===== src/rtl/tone_pkg.sv =====
// tone_pkg: shared state encoding, note codes, song-entry layout and default song
package tone_pkg;
  localparam int ENTRY_W = 6;
  localparam int MAX_DEPTH = 32;
  typedef enum logic [1:0] {
    IDLE    = 2'd0,
    PLAYING = 2'd1,
    PAUSED  = 2'd2
  } state_t;
  typedef struct packed {
    logic [1:0] dur;
    logic [3:0] note;
  } entry_t;
  localparam logic [3:0] NOTE_REST = 4'd0;
  localparam logic [3:0] NOTE_C4 = 4'd1;
  localparam logic [3:0] NOTE_D4 = 4'd2;
  localparam logic [3:0] NOTE_E4 = 4'd3;
  localparam logic [3:0] NOTE_F4 = 4'd4;
  localparam logic [3:0] NOTE_G4 = 4'd5;
  localparam logic [3:0] NOTE_A4 = 4'd6;
  localparam logic [3:0] NOTE_B4 = 4'd7;
  localparam logic [3:0] NOTE_C5 = 4'd8;
  localparam logic [3:0] NOTE_END = 4'd15;
  // Entry i lives at bits [i*ENTRY_W +: ENTRY_W]; entries 0..3 form a short tune, the rest are END.
  localparam logic [MAX_DEPTH*ENTRY_W-1:0] DEFAULT_SONG = {
    {28{2'd0, NOTE_END}}, 2'd2, NOTE_C5, 2'd3, NOTE_G4, 2'd0, NOTE_E4, 2'd1, NOTE_C4
  };
  function automatic logic [2:0] low_idx(input logic [7:0] v);
    low_idx = 3'd0;
    for (int i = 7; i >= 0; i--) if (v[i]) low_idx = 3'(i);
  endfunction
endpackage


===== src/rtl/song_rom.sv =====
// song_rom: 32-entry combinational song table
//   addr  : entry index
//   entry : {dur[1:0], note[3:0]}
module song_rom
  import tone_pkg::*;
#(
  parameter logic [MAX_DEPTH*ENTRY_W-1:0] SONG = DEFAULT_SONG
) (
  input  logic [4:0] addr,
  output entry_t     entry
);
  entry_t rom [MAX_DEPTH];
  for (genvar i = 0; i < MAX_DEPTH; i++) begin : g_rom
    assign rom[i] = SONG[i*ENTRY_W +: ENTRY_W];
  end
  assign entry = rom[addr];
endmodule


===== src/rtl/tone_scheduler.sv =====
// tone_scheduler: song sequencer with pause/stop, manual key override and registered speaker
//   CLK, RESET_N     : clock, async active-low reset
//   NOTE_CLK         : note square waves C4..C5
//   QUARTER_BEAT     : beat square wave, rising edge = one tick
//   KEY              : manual keys, lowest set index wins
//   PLAY_PAUSE, STOP : one-cycle commands
//   SPEAKER, ACTIVE_NOTE, STATE, SONG_POS, DONE : status and audio
module tone_scheduler
  import tone_pkg::*;
#(
  parameter int SONG_LEN = 32,
  parameter bit LOOP = 1'b0,
  parameter logic [MAX_DEPTH*ENTRY_W-1:0] SONG = DEFAULT_SONG
) (
  input  logic       CLK,
  input  logic       RESET_N,
  input  logic [7:0] NOTE_CLK,
  input  logic       QUARTER_BEAT,
  input  logic [7:0] KEY,
  input  logic       PLAY_PAUSE,
  input  logic       STOP,
  output logic       SPEAKER,
  output logic [3:0] ACTIVE_NOTE,
  output logic [1:0] STATE,
  output logic [4:0] SONG_POS,
  output logic       DONE
);
  localparam logic [4:0] LAST = 5'(SONG_LEN - 1);
  state_t state, state_d;
  logic [4:0] pos, pos_d;
  logic [2:0] cnt, cnt_d;
  logic [3:0] note, note_d, code_d;
  logic [2:0] kidx, nidx;
  logic beat_q, done_d, spk_d, ovr, tick, last, song_on;
  entry_t nxt_e, first_e;
  // note holds the note of the loaded entry, so the table is only read for the next and first entries
  song_rom #(.SONG(SONG)) u_nxt (.addr(pos + 5'd1), .entry(nxt_e));
  song_rom #(.SONG(SONG)) u_first (.addr(5'd0), .entry(first_e));
  assign ovr = |KEY;
  assign tick = QUARTER_BEAT & ~beat_q & ~ovr;
  assign last = pos == LAST || nxt_e.note == NOTE_END;
  assign kidx = low_idx(KEY);
  assign nidx = 3'(note - 4'd1);
  assign song_on = state == PLAYING && note >= NOTE_C4 && note <= NOTE_C5;
  assign spk_d = ovr ? NOTE_CLK[kidx] : song_on & NOTE_CLK[nidx];
  assign code_d = ovr ? {1'b0, kidx} + 4'd1 : song_on ? note : NOTE_REST;
  assign STATE = state;
  assign SONG_POS = pos;
  always_comb begin
    state_d = state;
    pos_d = pos;
    cnt_d = cnt;
    note_d = note;
    done_d = 1'b0;
    if (STOP) begin
      state_d = IDLE;
      pos_d = '0;
      cnt_d = '0;
    end else if (state == IDLE) begin
      // an END at entry 0 finishes immediately without ever entering PLAYING
      if (PLAY_PAUSE && first_e.note == NOTE_END) done_d = 1'b1;
      else if (PLAY_PAUSE) begin
        state_d = PLAYING;
        pos_d = '0;
        cnt_d = {1'b0, first_e.dur} + 3'd1;
        note_d = first_e.note;
      end
    end else if (state == PAUSED) begin
      if (PLAY_PAUSE) state_d = PLAYING;
    end else if (PLAY_PAUSE) state_d = PAUSED;
    else if (tick) begin
      if (cnt > 3'd1) cnt_d = cnt - 3'd1;
      else if (!last) begin
        pos_d = pos + 5'd1;
        cnt_d = {1'b0, nxt_e.dur} + 3'd1;
        note_d = nxt_e.note;
      end else begin
        done_d = 1'b1;
        pos_d = '0;
        if (LOOP) begin
          cnt_d = {1'b0, first_e.dur} + 3'd1;
          note_d = first_e.note;
        end else begin
          state_d = IDLE;
          cnt_d = '0;
        end
      end
    end
  end
  always_ff @(posedge CLK or negedge RESET_N) begin
    if (!RESET_N) begin
      state <= IDLE;
      pos <= '0;
      cnt <= '0;
      note <= NOTE_REST;
      beat_q <= 1'b0;
      SPEAKER <= 1'b0;
      ACTIVE_NOTE <= '0;
      DONE <= 1'b0;
    end else begin
      state <= state_d;
      pos <= pos_d;
      cnt <= cnt_d;
      note <= note_d;
      beat_q <= QUARTER_BEAT;
      SPEAKER <= spk_d;
      ACTIVE_NOTE <= code_d;
      DONE <= done_d;
    end
  end
endmodule

===== config.mk =====
export PLATFORM = sky130hd
export DESIGN_NAME = tone_scheduler
export DESIGN_NICKNAME = d
export VERILOG_FILES = /design/src/rtl/tone_pkg.sv /design/src/rtl/song_rom.sv /design/src/rtl/tone_scheduler.sv
export SDC_FILE = /design/constraint.sdc
export NUM_CORES = 1
export LEC_CHECK = 0
export CAP_MARGIN = 20
export CORE_ASPECT_RATIO = 1.75
export CORE_MARGIN = 1
export CORE_UTILIZATION = 30
export CTS_CLUSTER_SIZE = 30
export DETAILED_ROUTE_END_ITERATION = 10
export PLACE_DENSITY_LB_ADDON = 0.25
export SKIP_CTS_REPAIR_TIMING = 1
export SYNTH_ARGS = -nofsm -noshare
export SYNTH_HDL_FRONTEND = slang
export SYNTH_SLANG_ARGS = --single-unit

===== constraint.sdc =====
create_clock -name CLK -period 2.5 [get_ports CLK]
set_clock_uncertainty 0.1 [all_clocks]
set_input_delay 0.25 -clock CLK [delete_from_list [all_inputs] [get_ports CLK]]
set_output_delay 0.25 -clock CLK [all_outputs]
set_load 0.02 [all_outputs]

* After elaboration in Yosys (flattened, before gate mapping)
Memory sizes are Yosys's and may differ from the RTL's.
Index checks and enable logic that the tools add are counted.
W data, S select, Z words.
** Storage, ports and cells
- Flip-flop bits (word level) :: 21
- Input bits :: 21
- Logic and storage cells :: 109
- Output and inout bits :: 13
- Memories :: 1
- ROM bits :: 192
** Memories
- (no name shown) :: words 32, bits a word 6, rd ports 1, clocked after Yosys merged registers in 0, write ports 0, line song_rom.sv:16 : assign entry = rom[addr];
** Cells by class
- Equal/unequal tests :: 14
- Bitwise gates (word level) :: 7
- Multiplexer cells :: 55
- Magnitude comparators :: 6
- Reductions and logical operators :: 13
- Add/sub/neg operators :: 5
** Operator list (count)
- $mux W3 :: 16
- $mux W5 :: 8
- $mux W4 :: 9
- $mux W2 :: 8
- $mux W6 :: 2
- $mux W1 :: 10
- $reduce_bool A5 Y1 :: 2
- $ne A3 B3 Y1 const B :: 3
- $lt A3 B4 Y1 const B :: 2
- $reduce_or A8 Y1 :: 1
- $reduce_and A7 Y1 :: 1
- $bmux W1 S3 :: 2
- $ge A6 B6 Y1 const B :: 1
- $not A5 Y6 :: 1
- $sub A3 B1 Y3 const B :: 2
- $add A5 B1 Y5 const B :: 1
- $eq A5 B5 Y1 const B :: 1
- $ne A5 B5 Y1 const B :: 1
- $reduce_and A5 Y1 :: 1
- $add A3 B1 Y4 const B :: 1
- $eq A4 B4 Y1 const B :: 1
- $ge A4 B1 Y1 const B :: 1
- $le A4 B4 Y1 const B :: 1
- $ne A2 B2 Y1 const B :: 2
- 17 further kinds :: 22

* Logic depth before layout (Yosys ltp)
Gate-level depths: netlist of the first run.
- Depth in word-level cells :: 14
- Mapped depth :: 9
- Depth with buffers taken out :: 9

* By module
From an unflattened synthesis of the first run, not the netlist that was laid out.
** Second synthesis, totals
- Cells, all modules :: 190
- Area, all modules :: 1642.8 µm²
** By module, submodules not included
- tone_scheduler :: area an instance 1530.2 µm², instances 1, seq. area each 525.5 µm², cells an instance 172
- song_rom :: area an instance 56.3 µm², instances 2, seq. area each 0.0 µm², cells an instance 9

* Worst setup path before layout of the first run
OpenSTA, ideal clock, no wires.
- Path kind :: register -> register
- From :: register pos[0] (netlist: SONG_POS[0])
- To :: register cnt[1]
- Cell stages (with the launch flop) :: 10
- Setup slack :: -0.300 ns
- Buffers on the path :: 0
- Library setup time :: 0.136 ns
- Clock period less this slack :: 2.800 ns
- Arrival :: 2.563 ns
- Required time :: 2.264 ns
- Cells stage by stage :: dfrtp_1 > ha_1 > and3_1 > ha_1 > or4_1 > o41ai_1 > and2_1 > ha_1 > a311oi_1 > a311oi_1
** Between the ends
- Cells in the longest elaborated chain, start to end :: 14
- Elaborated cells between the ends (all ways) :: 16
- Classes of those cells :: 2 x add/sub; 2 x eq/ne; 9 x mux; 1 x bitwise; 1 x reduce/logical; 1 x memory
** RTL lines
- from (decl) :: line tone_scheduler.sv:30 : logic [4:0] pos, pos_d;
- from (signal assigned) :: line tone_scheduler.sv:102 : pos <= pos_d;
- $add A5 B1 Y5 :: line tone_scheduler.sv:37 : song_rom #(.SONG(SONG)) u_nxt (.addr(pos + 5'd1), .entry(nxt_e));
- $not A5 Y6 (implied by the code) :: line song_rom.sv:16
- $mem_v2 Z32 W6
- $mux W6 (implied by the code) (2 in series) :: line song_rom.sv:16
- $eq A4 B4 Y1 :: line tone_scheduler.sv:41 : assign last = pos == LAST || nxt_e.note == NOTE_END;
- $logic_or A1 B1 Y1 :: line tone_scheduler.sv:41
- $mux W3 (*) :: line tone_scheduler.sv:73 : else if (!last) begin
- $mux W3 (*) :: line tone_scheduler.sv:72 : if (cnt > 3'd1) cnt_d = cnt - 3'd1;
- $mux W3 (*) :: line tone_scheduler.sv:71 : else if (tick) begin
- $mux W3 (*) :: line tone_scheduler.sv:70 : end else if (PLAY_PAUSE) state_d = PAUSED;
- $mux W3 (*) :: line tone_scheduler.sv:68 : end else if (state == PAUSED) begin
- $mux W3 (*) :: line tone_scheduler.sv:59 : end else if (state == IDLE) begin
- $mux W3 (*) :: line tone_scheduler.sv:55 : if (STOP) begin
- to (signal assigned) :: line tone_scheduler.sv:103 : cnt <= cnt_d;
- to (decl) :: line tone_scheduler.sv:31 : logic [2:0] cnt, cnt_d;
Every way passes the cells marked *; elsewhere a longest branch is shown, timed or not. The select of a mux whose other input is x is not followed.
A chain may end at the register's enable or synchronous reset.

* Final worst setup path of the first run
- From :: register pos[1] (netlist: SONG_POS[1])
- To :: register cnt[1]
The elaborated chain is that of the path after synthesis.

==> flow_metrics.env, run 1 <==
export IMPL_synth_edf_count=0
export IMPL_clock_latency_ns=0.27
export IMPL_instances_no_fill=261
export IMPL_drt_initial_drc_count=13
export IMPL_wire_per_inst_um=15.2
export IMPL_layout_drive_gt1_share=0.215
export IMPL_die_area_sq_um=5250
export IMPL_finalCritPeriodShare=0.978
export IMPL_h_tree_depth=1
export IMPL_clock_sinks=21
export IMPL_grt_overflow_total=0
export IMPL_syn_inst=155
export IMPL_vias_per_cell=5.23
export IMPL_status="finished clean"
export IMPL_synth_area_sq_um=1490
export IMPL_antenna_found_initial=0
export IMPL_arrival_ns=2.49
export IMPL_maxSlewHeadroom=0.682
export IMPL_grt_pass1_vias=1408
export IMPL_fin_tns_setup_ns=0
export IMPL_yosysUniqueCellTypes=49
export IMPL_tightestPinTransition_ns=0.472
export IMPL_setup_ws_ns=0.0546
export IMPL_cts_buffers=3
export IMPL_start_kind="register"
export IMPL_final_common_cell="clkdlybuf4s50_1"
export IMPL_yosysSeqAreaShare=0.354
export IMPL_min_path_type="in2async"
export IMPL_reg2reg_from="SONG_POS[1]"
export IMPL_critPathMaxFanout=4
export IMPL_power_density_nw_per_um2=362
export IMPL_final_antenna_net_count=0
export IMPL_final_hold_violation_count=0
export IMPL_rrSetupSlack_ns=0.05
export IMPL_ys_ff_latch=21
export IMPL_core_area_sq_um=4710
export IMPL_syn_area_per_cell_sq_um=9.58
export IMPL_maxSlewViolCount=0
export IMPL_place_hpwl_um=3170
export IMPL_via_count=1366
export IMPL_dr_pass1_iters=4
export IMPL_start_util=0.316
export IMPL_pin_count=34
export IMPL_maxCapViolations=0
export IMPL_min_period_ns=2.45
export IMPL_worstPathRequired_ns=2.54
export IMPL_diodes=0
export IMPL_die_w_um=55.2
export IMPL_max_freq_ghz=0.409
export IMPL_gp_congestion=0.835
export IMPL_final_cell_mix="33 x clkdlybuf4s50_1, 19 x dfrtp_1, 18 x buf_4, 13 x inv_1, 13 x nand2_1"
export IMPL_grt_max_degree=22
export IMPL_fin_nets=243
export IMPL_place_ws_ns=0.0308
export IMPL_power_mw=0.769
export IMPL_syn_num_nets=188
export IMPL_die_h_um=95.1
export IMPL_setup_viol=0
export IMPL_vdd_drop_max_uv=235
export IMPL_drc_errors=0
export IMPL_place_inst=257
export IMPL_track_usage=0.166
export IMPL_worstSetupEndpointType="register"
export IMPL_synth_flop_cell="dfrtp_1"
export IMPL_ff2ff_path_depth=9
export IMPL_rows=33
export IMPL_cts_root_buf="clkbuf_8"
export IMPL_p_leak_nw=0.872
export IMPL_clk_pin_slew_ns=0.08
export IMPL_critPathKind="reg2reg"
export IMPL_ys_warn_count=0
export IMPL_cts_tree="yes"
export IMPL_grt_first_pass_wirelength_um=6220
export IMPL_clk_path_buf_depth=2
export IMPL_async_reset_ff_frac=1.00
export IMPL_io_buffers=33
export IMPL_hold_ws_ns=0.225
export IMPL_reg2reg_to="cnt[1]"
export IMPL_finalWirelength_um=3960
export IMPL_areaGrowthSynthToFinish_pct=43.0
critical path, stage by stage, from the launching register on:
cell	delay, ns
dfrtp_2	0.43
ha_4	0.16
and3_4	0.18
ha_4	0.24
or4_4	0.44
o41ai_4	0.08
and2_4	0.19
ha_1	0.21
a311oi_1	0.22
a311oi_1	0.07
worst max path at each step:
stage	start	end	slack [ns]
finish	SONG_POS[1]	cnt[1]	0.05
global route	SONG_POS[1]	cnt[1]	-0.004
CTS	SONG_POS[1]	cnt[1]	0.008
detailed placement	SONG_POS[1]	cnt[1]	0.03
global placement	SONG_POS[1]	cnt[1]	0.07
floorplan	SONG_POS[1]	cnt[1]	-0.03
area by class of cell:
| type | count | area [sq um] |
|---|---|---|
| clock buffers | 3 | 41.3 |
| clock inverters | 1 | 7.51 |
| fillers | 489 | 2580 |
| inverters | 13 | 48.8 |
| multi-input cells | 120 | 967 |
| flip-flops and latches | 21 | 528 |
| well taps | 52 | 65.1 |
| repair buffers | 51 | 465 |
cell families (layout without fill, tap and decap cells):
| group | after synthesis | after routing | share of synthesized area |
|---|---|---|---|
| simple gates | 58 | 58 | 0.233 |
| compound gates | 40 | 40 | 0.182 |
| flops | 21 | 21 | 0.354 |
| buf+inv | 14 | 68 | 0.0354 |
| fa+ha+maj | 12 | 12 | 0.101 |
| mux | 9 | 9 | 0.0885 |
| xor+xnor | 1 | 1 | 0.00590 |
power by group:
group | internal (mW) | switching, mW
Clock | 0.113 | 0.115
Sequential | 0.353 | 0.00766
Combinational | 0.0917 | 0.0891
synthesized netlist by cell type (2+ instances only):
library cell | instances | share of area
a21oi_1 | 12 | 0.040
nand3_1 | 3 | 0.010
nor2_1 | 9 | 0.023
mux4_2 | 2 | 0.030
nor3_1 | 10 | 0.034
and2_1 | 5 | 0.021
nand2b_1 | 2 | 0.0084
a32oi_1 | 2 | 0.012
mux2i_1 | 3 | 0.020
dfrtp_1 | 21 | 0.35
mux2_4 | 3 | 0.030
o21ai_0 | 6 | 0.020
ha_1 | 12 | 0.10
nor4_4 | 2 | 0.029
nand2_1 | 13 | 0.033
o21bai_1 | 3 | 0.015
a311oi_1 | 2 | 0.012
inv_1 | 13 | 0.033
a211oi_1 | 2 | 0.010
layer usage:
layer | vias up | share of wire | global-route usage
li1 | 686 | - | -
met3 | 7 | 0.046 | 0.0239
met5 | - | 0 | 0
met2 | 38 | 0.55 | 0.322
met1 | 635 | 0.38 | 0.161
met4 | 0 | 0.022 | 0.0708
registers in the layout, summed over array words and instances, names as in the netlist:
| signal | cells |
|---|---|
| DONE | 1 |
| note | 4 |
| STATE | 2 |
| SPEAKER | 1 |
| ACTIVE_NOTE | 4 |
| SONG_POS | 5 |
| cnt | 3 |
| beat_q | 1 |
metrics by stage:
stage / utilization / area, sq um
2_1_floorplan: - / 1530
3_3_place_gp: 0.436 / 2050
3_5_place_dp: 0.436 / 2050
4_1_cts: 0.446 / 2100
5_1_grt: 0.451 / 2120
6_report: 0.451 / 2120
No activity file was read; power rests on OpenSTA's default activity.
==> run 2, diff against run 1 <==
==> constraint.sdc (replaced) <==
create_clock -name CLK -period 2.45 [get_ports CLK]
set_clock_uncertainty 0.1 [all_clocks]
set_input_delay 0.245 -clock CLK [delete_from_list [all_inputs] [get_ports CLK]]
set_output_delay 0.245 -clock CLK [all_outputs]
set_load 0.02 [all_outputs]
==> run 2 against run 1 <==
- the flow now finishes with violations (setup timing)
- clock power grew 5%
- sequential share of layout area decreased by 0.38 points
- die area did not move
- sequential cell count unchanged
- global-route usage rose by 0.47 points
- highest routed layer unchanged
==> flow_metrics.env, run 2 (synthesized netlist as in run 1, its figures left out) <==
export IMPL_min_period_ns=2.47
export IMPL_start_kind="register"
export IMPL_worstSetupEndpointType="register"
export IMPL_dr_pass1_iters=4
export IMPL_grt_max_degree=22
export IMPL_clock_sinks=21
export IMPL_fin_nets=247
export IMPL_multi_input_area_sq_um=970
export IMPL_start_util=0.316
export IMPL_final_cell_mix="33 x clkdlybuf4s50_1, 22 x buf_4, 19 x dfrtp_1, 13 x inv_1, 13 x nand2_1"
export IMPL_die_w_um=55.2
export IMPL_core_area_sq_um=4710
export IMPL_rsz0062_at_grt="true"
export IMPL_die_area_sq_um=5250
export IMPL_largest_register_ffs=5
export IMPL_die_h_um=95.1
export IMPL_drc_errors=0
export IMPL_via_count=1404
export IMPL_power_mw=0.793
export IMPL_fillers=480
export IMPL_maxSlewHeadroom=0.749
export IMPL_gp_congestion=0.835
export IMPL_crit_path_start="SONG_POS[1]"
export IMPL_finalCritPeriodShare=1.01
export IMPL_maxCapViolations=0
export IMPL_antenna_found_initial=0
export IMPL_grt_pass1_vias=1424
export IMPL_maxSlewViolCount=0
export IMPL_critPathMaxFanout=3
export IMPL_power_density_nw_per_um2=368
export IMPL_vdd_drop_max_uv=299
export IMPL_clock_latency_ns=0.27
export IMPL_diodes=0
export IMPL_rows=33
export IMPL_arrival_ns=2.50
export IMPL_worstPathRequired_ns=2.49
export IMPL_cts_root_buf="clkbuf_8"
export IMPL_setup_viol=1
export IMPL_final_common_cell="clkdlybuf4s50_1"
export IMPL_cts_buffers=3
export IMPL_grt_overflow_total=0
export IMPL_finalWirelength_um=4120
export IMPL_areaGrowthSynthToFinish_pct=45.2
export IMPL_final_antenna_net_count=0
export IMPL_min_path_type="in2async"
export IMPL_drt_initial_drc_count=40
export IMPL_clk_path_buf_depth=2
export IMPL_max_freq_ghz=0.406
export IMPL_reg2reg_from="SONG_POS[1]"
export IMPL_p_leak_nw=0.897
export IMPL_h_tree_depth=1
export IMPL_setup_ws_ns=-0.0160
export IMPL_cts_tree="yes"
export IMPL_critPathKind="reg2reg"
export IMPL_grt_first_pass_wirelength_um=6290
export IMPL_track_usage=0.171
export IMPL_pin_count=34
export IMPL_layout_drive_gt1_share=0.235
export IMPL_io_buffers=33
export IMPL_tightestPinTransition_ns=0.374
export IMPL_place_hpwl_um=3290
export IMPL_wire_per_inst_um=15.5
export IMPL_vias_per_cell=5.30
export IMPL_place_inst=261
export IMPL_instances_no_fill=265
export IMPL_clk_pin_slew_ns=0.09
export IMPL_post_dp_cell_area_sq_um=2080
export IMPL_violations="setup timing"
export IMPL_final_area_sq_um=2160
export IMPL_status="complete, but fails checks"
export IMPL_final_hold_violation_count=0
export IMPL_ff_latch_area_sq_um=528
run 2: cell types whose count changed in the layout (fill, tap and decap cells not counted), sizes merged:
| cell | before | now |
|---|---|---|
| buf | 18 | 22 |
run 2: where the power goes:
part	switching [mW]	total [mW]	internal, mW
sequential	0.00802	0.368	0.360
clock	0.123	0.238	0.115
combinational	0.0921	0.188	0.0954
run 2: through the flow:
step | setup slack [ns] | hold WS (ns) | util | setup TNS [ns]
5_1_grt | -0.0885 | 0.246 | 0.458 | -0.0885
3_3_place_gp | 0.0277 | 0.425 | 0.442 | 0
2_1_floorplan | -0.0769 | -0.151 | - | -0.0769
4_1_cts | -0.0457 | 0.227 | 0.453 | -0.0644
3_5_place_dp | -0.0386 | 0.420 | 0.442 | -0.0386
6_report | -0.0160 | 0.220 | 0.458 | -0.0160
run 2: worst paths after layout:
path	cells after the start	slack, ns	endpoint
max in group asynchronous	2	1.79	SONG_POS[0]
min	2	0.22	STATE[1]
min in group CLK	1	0.38	beat_q
max	9	-0.02	cnt[1]
max reg2reg	9	-0.02	cnt[1]
min reg2reg	2	0.43	ACTIVE_NOTE[1]
run 2: critical path, stage by stage, from the launching register on:
cell and delay, ns:
dfrtp_2 0.43, ha_4 0.16, and3_4 0.18, ha_4 0.24, or4_4 0.41, o41ai_2 0.07, and2_1 0.19, ha_1 0.24
a311oi_2 0.24, a311oi_1 0.07
run 2: layout make-up:
class                      instances  share of cell area
multi-input combinational        120               0.450
sequential                        21               0.245
timing repair buffer              55               0.230
tap                               52              0.0302
inverter                          13              0.0226
clock buffer                       3              0.0192
clock inverter                     1             0.00348
run 2: routing by layer:
metal,up-vias,global-route usage,routed length [um]
met5,-,0,0
met3,8,0.0144,201
met1,651,0.161,1530
met4,0,0.0833,113
met2,54,0.337,2270
li1,691,-,-
==> run 3, diff against run 2 <==
--- a/config.mk
+++ b/config.mk
@@ -9,7 +9,7 @@
 export CORE_ASPECT_RATIO = 1.75
 export CORE_MARGIN = 1
 export CORE_UTILIZATION = 30
-export CTS_CLUSTER_SIZE = 30
+export CTS_CLUSTER_SIZE = 40
 export DETAILED_ROUTE_END_ITERATION = 10
 export PLACE_DENSITY_LB_ADDON = 0.25
 export SKIP_CTS_REPAIR_TIMING = 1
==> results of run 3 <==
Same layout as run 2: the final DEF is identical, and so are final timing and power.
